File: src/rtl/maxpool_pkg.sv
// Shared constants and state encoding for the max-pool datapath.
// Optional feature macro: MAXPOOL_FEEDER_PAD_EN. When it is defined, the
// window grid covers partial windows at the right and bottom frame edges,
// and those windows read out-of-frame elements as PAD_VAL.
package maxpool_pkg;

   localparam int IMG_W    = 7;
   localparam int IMG_H    = 7;
   localparam int PIX_W    = 4;
   localparam int WIN      = 2;
   localparam int STRIDE   = 2;

   localparam int NPIX     = IMG_W * IMG_H;
   localparam int ADDR_W   = $clog2(NPIX);
   // Wide enough for any pixel coordinate, including padded ones.
   localparam int COORD_W  = ADDR_W + 1;
   localparam int WIN_BITS = WIN * WIN * PIX_W;

`ifdef MAXPOOL_FEEDER_PAD_EN
   localparam int OUT_W = (IMG_W - WIN + STRIDE - 1) / STRIDE + 1;
   localparam int OUT_H = (IMG_H - WIN + STRIDE - 1) / STRIDE + 1;
`else
   localparam int OUT_W = (IMG_W - WIN) / STRIDE + 1;
   localparam int OUT_H = (IMG_H - WIN) / STRIDE + 1;
`endif

   localparam logic [PIX_W-1:0] PAD_VAL = {PIX_W{1'b0}};

   typedef enum logic [1:0] {
      IDLE    = 2'd0,
      FETCH   = 2'd1,
      PRESENT = 2'd2,
      DONE    = 2'd3
   } state_e;

endpackage

File: src/rtl/maxpool_frame_buf.sv
// Frame storage: one pixel register per frame location, synchronous write,
// combinational read. Not cleared by reset, so a loaded frame survives it.
import maxpool_pkg::*;

module maxpool_frame_buf (
   input  logic              clk,
   input  logic              we_i,
   input  logic [ADDR_W-1:0] waddr_i,
   input  logic [PIX_W-1:0]  wdata_i,
   input  logic [ADDR_W-1:0] raddr_i,
   output logic [PIX_W-1:0]  rdata_o
);

   logic [PIX_W-1:0] mem_q [NPIX];

   // Store a pixel; addresses past the frame are dropped.
   always_ff @(posedge clk) begin
      if (we_i && (int'(waddr_i) < NPIX)) begin
         mem_q[waddr_i] <= wdata_i;
      end
   end

   assign rdata_o = (int'(raddr_i) < NPIX) ? mem_q[raddr_i] : PAD_VAL;

endmodule

File: src/rtl/maxpool_window_feeder.sv
// Streams the stored frame as WIN x WIN windows in raster order over a
// valid/ready handshake, gathering one pixel per cycle.
// Optional feature macro: MAXPOOL_FEEDER_PAD_EN (zero-padded edge windows).
import maxpool_pkg::*;

module maxpool_window_feeder (
   input  logic                clk,
   input  logic                rst,
   input  logic                ld_en,
   input  logic [ADDR_W-1:0]   ld_addr,
   input  logic [PIX_W-1:0]    ld_data,
   input  logic                start,
   output logic                win_valid,
   input  logic                win_ready,
   output logic [WIN_BITS-1:0] win_data,
   output logic                win_last,
   output logic                busy,
   output logic                done
);

   localparam logic [COORD_W-1:0] ZERO_C     = {COORD_W{1'b0}};
   localparam logic [COORD_W-1:0] ONE_C      = {{(COORD_W-1){1'b0}}, 1'b1};
   localparam logic [COORD_W-1:0] STEP_C     = COORD_W'(STRIDE);
   localparam logic [COORD_W-1:0] LAST_E_C   = COORD_W'(WIN - 1);
   localparam logic [COORD_W-1:0] LAST_ROW_C = COORD_W'((OUT_H - 1) * STRIDE);
   localparam logic [COORD_W-1:0] LAST_COL_C = COORD_W'((OUT_W - 1) * STRIDE);

   state_e               state_q;
   // Top-left corner of the current window, already scaled by STRIDE.
   logic [COORD_W-1:0]   row_base_q, col_base_q;
   // Position of the next element inside the window.
   logic [COORD_W-1:0]   er_q, ec_q;
   logic [WIN_BITS-1:0]  win_buf_q;
   logic [WIN_BITS-1:0]  win_data_q;
   logic                 win_valid_q, win_last_q, busy_q, done_q;

   logic [COORD_W-1:0]   pix_row_s, pix_col_s;
   logic [ADDR_W-1:0]    rd_addr_s;
   logic [PIX_W-1:0]     rd_pix_s, pix_s;
   logic                 last_elem_s, frame_we_s;

   assign frame_we_s = ld_en && (state_q == IDLE);

   maxpool_frame_buf u_frame_buf (
      .clk     (clk),
      .we_i    (frame_we_s),
      .waddr_i (ld_addr),
      .wdata_i (ld_data),
      .raddr_i (rd_addr_s),
      .rdata_o (rd_pix_s)
   );

   // Address of the element being fetched and its (possibly padded) value.
   always_comb begin
      pix_row_s   = row_base_q + er_q;
      pix_col_s   = col_base_q + ec_q;
      rd_addr_s   = ADDR_W'(int'(pix_row_s) * IMG_W + int'(pix_col_s));
      last_elem_s = (er_q == LAST_E_C) && (ec_q == LAST_E_C);
`ifdef MAXPOOL_FEEDER_PAD_EN
      if ((int'(pix_row_s) < IMG_H) && (int'(pix_col_s) < IMG_W)) begin
         pix_s = rd_pix_s;
      end else begin
         pix_s = PAD_VAL;
      end
`else
      pix_s = rd_pix_s;
`endif
   end

   // Frame sequencing FSM with registered window outputs.
   always_ff @(posedge clk or negedge rst) begin
      if (!rst) begin
         state_q     <= IDLE;
         row_base_q  <= ZERO_C;
         col_base_q  <= ZERO_C;
         er_q        <= ZERO_C;
         ec_q        <= ZERO_C;
         win_buf_q   <= {WIN_BITS{1'b0}};
         win_data_q  <= {WIN_BITS{1'b0}};
         win_valid_q <= 1'b0;
         win_last_q  <= 1'b0;
         busy_q      <= 1'b0;
         done_q      <= 1'b0;
      end else begin
         case (state_q)
            IDLE: begin
               row_base_q <= ZERO_C;
               col_base_q <= ZERO_C;
               er_q       <= ZERO_C;
               ec_q       <= ZERO_C;
               done_q     <= 1'b0;
               if (start) begin
                  busy_q  <= 1'b1;
                  state_q <= FETCH;
               end
            end
            FETCH: begin
               // Shift in from the top so element 0 ends in the LSBs.
               win_buf_q <= {pix_s, win_buf_q[WIN_BITS-1:PIX_W]};
               if (last_elem_s) begin
                  er_q        <= ZERO_C;
                  ec_q        <= ZERO_C;
                  win_data_q  <= {pix_s, win_buf_q[WIN_BITS-1:PIX_W]};
                  win_valid_q <= 1'b1;
                  win_last_q  <= (row_base_q == LAST_ROW_C) && (col_base_q == LAST_COL_C);
                  state_q     <= PRESENT;
               end else if (ec_q == LAST_E_C) begin
                  ec_q <= ZERO_C;
                  er_q <= er_q + ONE_C;
               end else begin
                  ec_q <= ec_q + ONE_C;
               end
            end
            PRESENT: begin
               if (win_ready) begin
                  win_valid_q <= 1'b0;
                  win_last_q  <= 1'b0;
                  if (win_last_q) begin
                     done_q  <= 1'b1;
                     state_q <= DONE;
                  end else begin
                     if (col_base_q == LAST_COL_C) begin
                        col_base_q <= ZERO_C;
                        row_base_q <= row_base_q + STEP_C;
                     end else begin
                        col_base_q <= col_base_q + STEP_C;
                     end
                     state_q <= FETCH;
                  end
               end
            end
            DONE: begin
               done_q  <= 1'b0;
               busy_q  <= 1'b0;
               state_q <= IDLE;
            end
            default: begin
               state_q <= IDLE;
            end
         endcase
      end
   end

   assign win_valid = win_valid_q;
   assign win_data  = win_data_q;
   assign win_last  = win_last_q;
   assign busy      = busy_q;
   assign done      = done_q;

endmodule

File: config.mk
export PLATFORM = sky130hd
export DESIGN_NAME = maxpool_window_feeder
export DESIGN_NICKNAME = d
export VERILOG_FILES = /design/src/rtl/maxpool_pkg.sv /design/src/rtl/maxpool_frame_buf.sv /design/src/rtl/maxpool_window_feeder.sv
export SDC_FILE = /design/constraint.sdc
export NUM_CORES = 1
export LEC_CHECK = 0
export BUFFER_PORTS_ARGS = -buffer_cell sky130_fd_sc_hd__clkbuf_2
export CAP_MARGIN = 15
export CORE_MARGIN = 3
export CORE_UTILIZATION = 48
export DETAILED_ROUTE_END_ITERATION = 8
export PLACE_DENSITY = 0.71
export SKIP_LAST_GASP = 1
export SLEW_MARGIN = 0
export SYNTH_ARGS = -nofsm -noshare
export SYNTH_HDL_FRONTEND = slang
export SYNTH_HIERARCHICAL = 1
export SYNTH_SLANG_ARGS = --single-unit
File: constraint.sdc
create_clock -name clk -period 14.7 [get_ports clk]
set_input_delay 0.735 -clock clk [delete_from_list [all_inputs] [get_ports clk]]
set_output_delay 0.735 -clock clk [all_outputs]
set_load 0.02 [all_outputs]
==> impl_metrics.json, run 1 <==
{
  "result_of_the_run": "finished, final reports clean",
  "r2r_setup_slack_ns": 8.93,
  "post-place-ws_ns": 8.91,
  "cts_buffers": 27,
  "timing.critical_path.cells": "ha_1 -> xor2_1 -> fa_1 -> fa_1 -> inv_1 -> fa_1 -> inv_1 -> fa_2 -> mux4_2 -> mux2_2 -> o211ai_1 -> o211ai_1 -> mux2_2",
  "fin_util_pct": 54.3,
  "rows": 56,
  "ir_drop_worst_case_vdd_mv": 0.237,
  "antenna_found_initial": 1,
  "synth-xor-area-share_pct": 2.10,
  "syn-instance-count": 738,
  "post_syn_area_per_cell_sq_um": 15.6,
  "drv_cap": 0,
  "leakagePower_uw": 0.00466,
  "hold_viol_final": 0,
  "cts_htree_levels": 1,
  "internal-power_uw": 1890,
  "synth.yosys.seq_area_share_pct": 64.2,
  "ys_seq_elements": 256,
  "startpoint_of_the_most_critical_setup_path": "er_q[2]$_DFFE_PN0P_",
  "pwr-share-clk_pct": 22.1,
  "timing.reg2reg.worst_path_depth": 13,
  "synth_compound_area_share_pct": 5.15,
  "grt.busiest_layer": "met2",
  "stdcell_area_sq_um": 12800,
  "cts_resized": 0,
  "holdBufCountCts": 0,
  "fp.dieArea_sq_um": 25900,
  "final.setup_skew_ns": 0.00873,
  "post_drt_wl_per_cell_um": 20.0,
  "yosys-mux-area-fraction_pct": 13.6,
  "kind_of_cell_with_the_highest_combined_delay_on_the_critical_path": "adder cells",
  "tritoncts": "yes",
  "count_of_nets_after_finishing": 821,
  "timing.fmax_ghz": 0.173,
  "clkLatencyLatePin_ns": 0.54,
  "mostFrequentLayoutCell": "edfxtp_1",
  "routed_wire_length_mm": 22.3,
  "antenna_cells": 0,
  "crit_path_top_delay_cell": "fa_2",
  "postSynth.topFlopCell": "edfxtp_1",
  "die_height_um": 161,
  "worst_setup_ep_type": "register",
  "port-buffer-count": 34,
  "vias": 6339,
  "grt.met1_usage_pct": 24.3,
  "dr.pass1.iters": 5,
  "synth_fa_ha_area_share_pct": 3.96,
  "cts.sink_count": 256,
  "pwr_density_cell_nw_per_um2": 237,
  "timing.critical_path.arrival_ns": 6.19,
  "route.detailed.vias_per_inst": 5.69,
  "synth-edff-count": 196,
  "comb_power_share_pct": 49.3,
  "area_growth_pct": 11.1,
  "final_replace_weighted_congestion": 0.857,
  "p_sw_share_pct": 37.8,
  "drcViolationCount": 0,
  "worstPathBufferInverterCount": 2,
  "final_slew_violations": 0,
  "die_x_um": 161,
  "cts.repair_timing.setup_buffer_count": 0,
  "grt_overflow_total": 0,
  "initial_core_util_pct": 48.9,
  "rr_startpoint": "er_q[2]$_DFFE_PN0P_",
  "timing_worst_slew_pin_value_ns": 1.05,
  "timing.slew.headroom_pct": 29.9,
  "drt-initial-drc-count": 425,
  "p_switching_uw": 1150,
  "final_cell_mix": "edfxtp_1 (196), nor2_1 (74), dfrtp_1 (60), nand2_1 (36)",
  "ys.warnings.count": 6,
  "criticalPathCategory": "reg -> reg",
  "endpoints_failing_setup": 0,
  "met3_usage_pct": 2.76,
  "hp-class": "in -> async",
  "timing.rr.end": "win_buf_q[13]$_DFFE_PN0P_",
  "mappedNetlistNets": 784,
  "n_fill_cell": 1894,
  "clk_transition_reported_paths_ns": 0.06,
  "area_used_by_sequential_logic_in_the_layout_sq_um": 7390,
  "place_hpwl_mm": 14.5,
  "postRouteAntennaNets": 0,
  "power.total_uw": 3040,
  "drive_above_1_share_pct": 20.5,
  "clock_tree.root_cell": "clkbuf_16",
  "dp_area_sq_um": 11900,
  "grt_first_pass_wirelength_mm": 35.9,
  "io-pin-count": 35,
  "critPathLaunchType": "register",
  "postLayoutSetupSlackWorst_ns": 8.93,
  "final.period_utilization_pct": 39.2,
  "largest_family_of_logic_cells_by_synthesized_area": "multiplexers",
  "share_seq_of_total_power_pct": 28.6,
  "synth_cell_types": 69,
  "critical_path_required_ns": 15.12,
  "multi_input_comb_area_sq_um": 3790,
  "post_synth_and_or_nand_nor_area_fraction_pct": 8.02,
  "floorplan.core_area_sq_um": 23500,
  "grtUsageTotal_pct": 17.6,
  "crit_path_max_fanout": 38,
  "setup_repair_after_global_routing_missed_its_margin": "no",
  "grt_pass1_vias": 6377,
  "timing.critical_path.mode_cell": "fa_1",
  "final.setup.tns_ns": 0,
  "synth_area_sq_um": 11500,
  "use_met2_pct": 29.3,
  "critical-path-max-stage-delay_ns": 1.22,
  "grt_start_max_net_pins": 61,
  "final_period_minus_worst_setup_slack_ns": 5.77,
  "cts.path.max_buffers": 3,
  "async_reset_ff_share_pct": 23.4
}
flip-flops by register name, summed over array words and instances, names as in the netlist:
name	cells
state_q	2
er_q	7
win_last	1
col_base_q	6
busy	1
row_base_q	6
win_buf_q	12
u_frame_buf/mem_q	196
win_valid	1
ec_q	7
done	1
win_data	16
worst register-to-register path, delay by kind of cell, from the launching register on:
kind | cells | cell delay (ns)
fa+ha+maj | 5 | 3.19
mux | 3 | 1.21
flops | 1 | 0.44
compound gates | 2 | 0.43
xor+xnor | 1 | 0.27
buf+inv | 2 | 0.11
how the worst max path moves through the flow:
stage	cells after the start	to
after floorplan	18	win_buf_q[14]$_DFFE_PN0P_
after global placement	14	win_data[14]$_DFFE_PN0P_
after detailed placement	14	win_buf_q[14]$_DFFE_PN0P_
after CTS	13	win_buf_q[13]$_DFFE_PN0P_
after global routing	14	win_buf_q[14]$_DFFE_PN0P_
final	13	win_buf_q[13]$_DFFE_PN0P_
power groups by stage:
| stage | clock, uW | sequential, uW | combinational [uW] |
|---|---|---|---|
| floorplan | 0 | 894 | 1160 |
| global placement | 0 | 883 | 1470 |
| detailed placement | 0 | 885 | 1500 |
| CTS | 685 | 870 | 1510 |
| global route | 716 | 877 | 1630 |
| finish | 671 | 870 | 1500 |
cell type report:
type | instances | area share, %
Multi-Input combinational cell | 420 | 29.6
Sequential cell | 256 | 57.8
Timing Repair Buffer | 40 | 1.68
Inverter | 30 | 0.880
Tap cell | 319 | 3.12
Clock inverter | 12 | 1.08
Clock buffer | 38 | 5.84
per-stage QoR:
step                hold WS, ns  instances
CTS                       0.378       1114
floorplan                 0.439        738
global placement          0.487       1064
detailed placement        0.492       1064
global route              0.400       1115
finish                    0.342       1115
kinds of logic after synthesis:
logic type | Yosys count
adders and majority gates | 31
xor gates and xnor gates | 26
buffers and inverters | 62
other | 1
DFF | 256
muxes | 88
and+or+nand+nor | 186
AOI/OAI and AO/OA | 88
Yosys cell counts, types with 3 or more instances:
master,count,share of area [%]
o211ai_1,5,0.33
mux4_1,17,3.9
nand4_1,7,0.38
edfxtp_1,196,51
a21oi_1,14,0.61
nand3b_1,4,0.26
nand2_1,36,1.2
inv_1,29,0.95
mux4_2,29,5.7
nor2_1,74,2.4
clkbuf_1,14,0.46
and2_1,5,0.27
mux2i_1,8,0.70
ha_1,22,2.4
a21o_1,4,0.26
buf_2,5,0.22
nor2b_1,7,0.38
nand3_1,11,0.48
xnor2_1,10,0.76
mux2_2,34,3.3
or3_1,4,0.22
o31ai_1,3,0.20
nor3_1,9,0.39
nand2b_1,4,0.22
and3_1,8,0.43
o21ai_0,25,1.1
buf_6,7,0.68
xor2_1,15,1.1
dfrtp_1,60,13
o22ai_1,12,0.65
buf_4,3,0.20
a31oi_1,3,0.16
fa_1,9,1.6
per-layer routing:
| metal | wire (um) | vias to the layer above | share of wire, % |
|---|---|---|---|
| met1 | 9420 | 3219 | 42 |
| met2 | 11300 | 177 | 51 |
| met3 | 1080 | 37 | 4.8 |
| met5 | 0 | - | 0 |
| li1 | - | 2906 | - |
| met4 | 547 | 0 | 2.5 |
Power figures use the tool's default switching activity.
==> inputs of run 2 (changes only) <==
--- a/config.mk
+++ b/config.mk
@@ -5,6 +5,7 @@
 export SDC_FILE = /design/constraint.sdc
 export NUM_CORES = 1
 export LEC_CHECK = 0
+export ABC_AREA = 1
 export BUFFER_PORTS_ARGS = -buffer_cell sky130_fd_sc_hd__clkbuf_2
 export CAP_MARGIN = 15
 export CORE_MARGIN = 3
==> constraint.sdc (replaced) <==
create_clock -name clk -period 5.6 [get_ports clk]
set_input_delay 0.28 -clock clk [delete_from_list [all_inputs] [get_ports clk]]
set_output_delay 0.28 -clock clk [all_outputs]
set_load 0.02 [all_outputs]
==> impl_metrics.json, run 2 <==
{
  "result_of_the_run": "finished, final reports clean",
  "cts.sink_count": 256,
  "area_growth_pct": 10.9,
  "grt_pass1_vias": 8754,
  "clk_transition_reported_paths_ns": 0.06,
  "hp-class": "in -> reg",
  "synth_area_sq_um": 12300,
  "area_used_by_sequential_logic_in_the_layout_sq_um": 7390,
  "timing_worst_slew_pin_value_ns": 1.17,
  "final.setup_skew_ns": 0.0166,
  "synth.area.top_cells": "edfxtp_1 (48%), dfrtp_1 (12%), nand2_1 (11%)",
  "timing.fmax_ghz": 0.200,
  "timing.slew.headroom_pct": 21.2,
  "grt_first_pass_wirelength_mm": 44.9,
  "route.detailed.vias_per_inst": 5.23,
  "timing.critical_path.mode_cell": "nand2_1",
  "ys.warnings.count": 6,
  "dr.pass1.iters": 6,
  "synth_most_common_cell": "nand2_1",
  "post_drt_wl_per_cell_um": 16.6,
  "largest_register_ffs": 196,
  "post-synth-top-area-fraction_pct": 47.9,
  "fp.dieArea_sq_um": 27600,
  "drive_above_1_share_pct": 8.60,
  "grt_start_max_net_pins": 94,
  "drcViolationCount": 0,
  "clock_tree.root_cell": "clkbuf_16",
  "ys_seq_elements": 256,
  "drt-initial-drc-count": 820,
  "crit_path_max_fanout": 9,
  "critical-path-max-stage-delay_ns": 0.52,
  "critical_path_required_ns": 6.02,
  "mostFrequentLayoutCell": "nand2_1",
  "antenna_cells": 0,
  "syn-instance-count": 1297,
  "tritoncts": "yes",
  "whs_endpoint": "done$_DFFE_PN0P_",
  "routed_wire_length_mm": 27.8,
  "cts_resized": 0,
  "multi_input_comb_area_sq_um": 3910,
  "n_fill_cell": 2099,
  "synth-edff-count": 196,
  "synthTopCellsByCount": "nand2_1 (345), edfxtp_1 (196), inv_1 (193)",
  "timing.reg2reg.worst_path_depth": 24,
  "final_period_minus_worst_setup_slack_ns": 5.01,
  "grt_overflow_total": 0,
  "stdcell_area_sq_um": 13600,
  "clkLatencyLatePin_ns": 0.55,
  "netlist.top_cell.by_area": "edfxtp_1",
  "floorplan.core_area_sq_um": 24700,
  "cts_buffers": 27,
  "place_hpwl_mm": 18.1,
  "post_syn_area_per_cell_sq_um": 9.48,
  "mappedNetlistNets": 1343,
  "timing.critical_path.arrival_ns": 5.43,
  "synth.yosys.seq_area_share_pct": 60.1,
  "final_replace_weighted_congestion": 0.886,
  "criticalPathCategory": "reg -> reg",
  "final_slew_violations": 0,
  "hold_viol_final": 0,
  "final.setup.tns_ns": 0,
  "min_delay_path_depth": 3,
  "postSynth.topFlopCell": "edfxtp_1",
  "worst_setup_ep_type": "register",
  "dp_area_sq_um": 12700,
  "setup_repair_after_global_routing_missed_its_margin": "no",
  "crit_path_top_delay_cell": "a211oi_1",
  "async_reset_ff_share_pct": 23.4,
  "final.period_utilization_pct": 89.4,
  "timing.critical_path.cells": "ha_1 -> inv_1 -> nand2_1 -> nand2_1 -> fa_1 -> fa_1 -> inv_1 -> fa_1 -> inv_1 -> fa_1 -> nand2_1 -> nand2_1 -> a21oi_1 -> inv_1 -> nand3_1 -> nand2_1 -> nand2_1 -> nand3_1 -> nand2_1 -> clkinv_1 -> a211oi_1 -> a21oi_1 -> nand2_1 -> o21ai_0",
  "timing.rr.end": "win_buf_q[12]$_DFFE_PN0P_",
  "initial_core_util_pct": 49.7,
  "critPathLaunchType": "register",
  "die_x_um": 166,
  "antenna_found_initial": 0,
  "final_cell_mix": "nand2_1 (345), edfxtp_1 (196), inv_1 (193), nor2_1 (143), nand3_1 (115)",
  "cts.path.max_buffers": 3,
  "vias": 8755,
  "rr_startpoint": "er_q[2]$_DFFE_PN0P_",
  "endpoints_failing_setup": 0,
  "port-buffer-count": 34,
  "rows": 57,
  "fin_util_pct": 55.1,
  "die_height_um": 166,
  "r2r_setup_slack_ns": 0.59,
  "count_of_nets_after_finishing": 1375,
  "top_register_by_number_of_flip_flops": "u_frame_buf/mem_q",
  "hold_path.startpoint": "win_ready",
  "grtUsageTotal_pct": 20.1,
  "drv_cap": 0,
  "synth_cell_types": 38,
  "cts_htree_levels": 1,
  "postRouteAntennaNets": 0,
  "io-pin-count": 35
}
==> run 2: cell types whose count changed after synthesis, sizes merged, moves of 9 or more <==
cell	change
mux4	-46
o21ai	+54
nand3	+105
inv	+170
buf	+9
a21oi	+11
mux2	-34
nand2	+310
nor2	+69
==> run 2: critical path, delay by kind of cell, from the launching register on <==
| family | cells | cell delay, ns |
|---|---|---|
| adder cells (fa/ha/maj) | 5 | 2.24 |
| AO/OA/AOI/OAI | 4 | 0.92 |
| AND/OR/NAND/NOR | 10 | 0.82 |
| buffers and inverters | 5 | 0.47 |
| flip-flops | 1 | 0.43 |
==> run 2: logic make-up after synthesis <==
family / synth area share (%)
buffers and inverters: 8.12
AOI/OAI and AO/OA: 5.49
other: 0.0305
DFF: 60.1
xor gates and xnor gates: 1.07
and+or+nand+nor: 21.5
adders and majority gates: 3.71
==> run 2: cell type report <==
type                            count  area share (%)
Multi-Input combinational cell    799            28.7
Timing Repair Buffer               45            2.11
Inverter                          200            5.62
Clock inverter                     12           0.780
Clock buffer                       37            5.67
Tap cell                          324            2.97
Sequential cell                   256            54.2
==> run 2: timing repair <==
action                                 4_1_cts  5_1_grt
setup buffers                                0        0
hold buffers                                 1        0
endpoints found under the hold margin       60        0
==> run 2: per-stage QoR <==
step	worst slack, ns	hold WS [ns]	instances
detailed placement	0.615	0.471	1621
finish	0.592	0.0437	1673
global route	0.174	0.0395	1673
floorplan	1.22	-0.0156	1297
global placement	0.732	0.459	1621
CTS	0.594	0.0230	1671
==> run 2: metal layers <==
metal / up-vias / track usage, % / routed length [um]
met4: 0 / 7.02 / 756
li1: 4247 / - / -
met5: - / 0 / 0
met3: 55 / 3.52 / 1920
met2: 266 / 33.2 / 12900
met1: 4187 / 27.1 / 12200
==> run 2: worst max path at each step <==
stage	start	end	slack (ns)	cells past startpoint
5_1_grt	er_q[2]$_DFFE_PN0P_	win_buf_q[15]$_DFFE_PN0P_	0.17	24
3_3_place_gp	er_q[2]$_DFFE_PN0P_	win_buf_q[15]$_DFFE_PN0P_	0.73	24
3_5_place_dp	er_q[2]$_DFFE_PN0P_	win_buf_q[15]$_DFFE_PN0P_	0.61	24
6_report	er_q[2]$_DFFE_PN0P_	win_buf_q[12]$_DFFE_PN0P_	0.59	24
2_1_floorplan	er_q[2]$_DFFE_PN0P_	win_buf_q[14]$_DFFE_PN0P_	1.22	24
4_1_cts	er_q[2]$_DFFE_PN0P_	win_buf_q[12]$_DFFE_PN0P_	0.59	24
Power of run 2 is left out: the tool's default activity adds up to more than one toggle a clock period on the data nets, which glitch-free logic cannot reach.
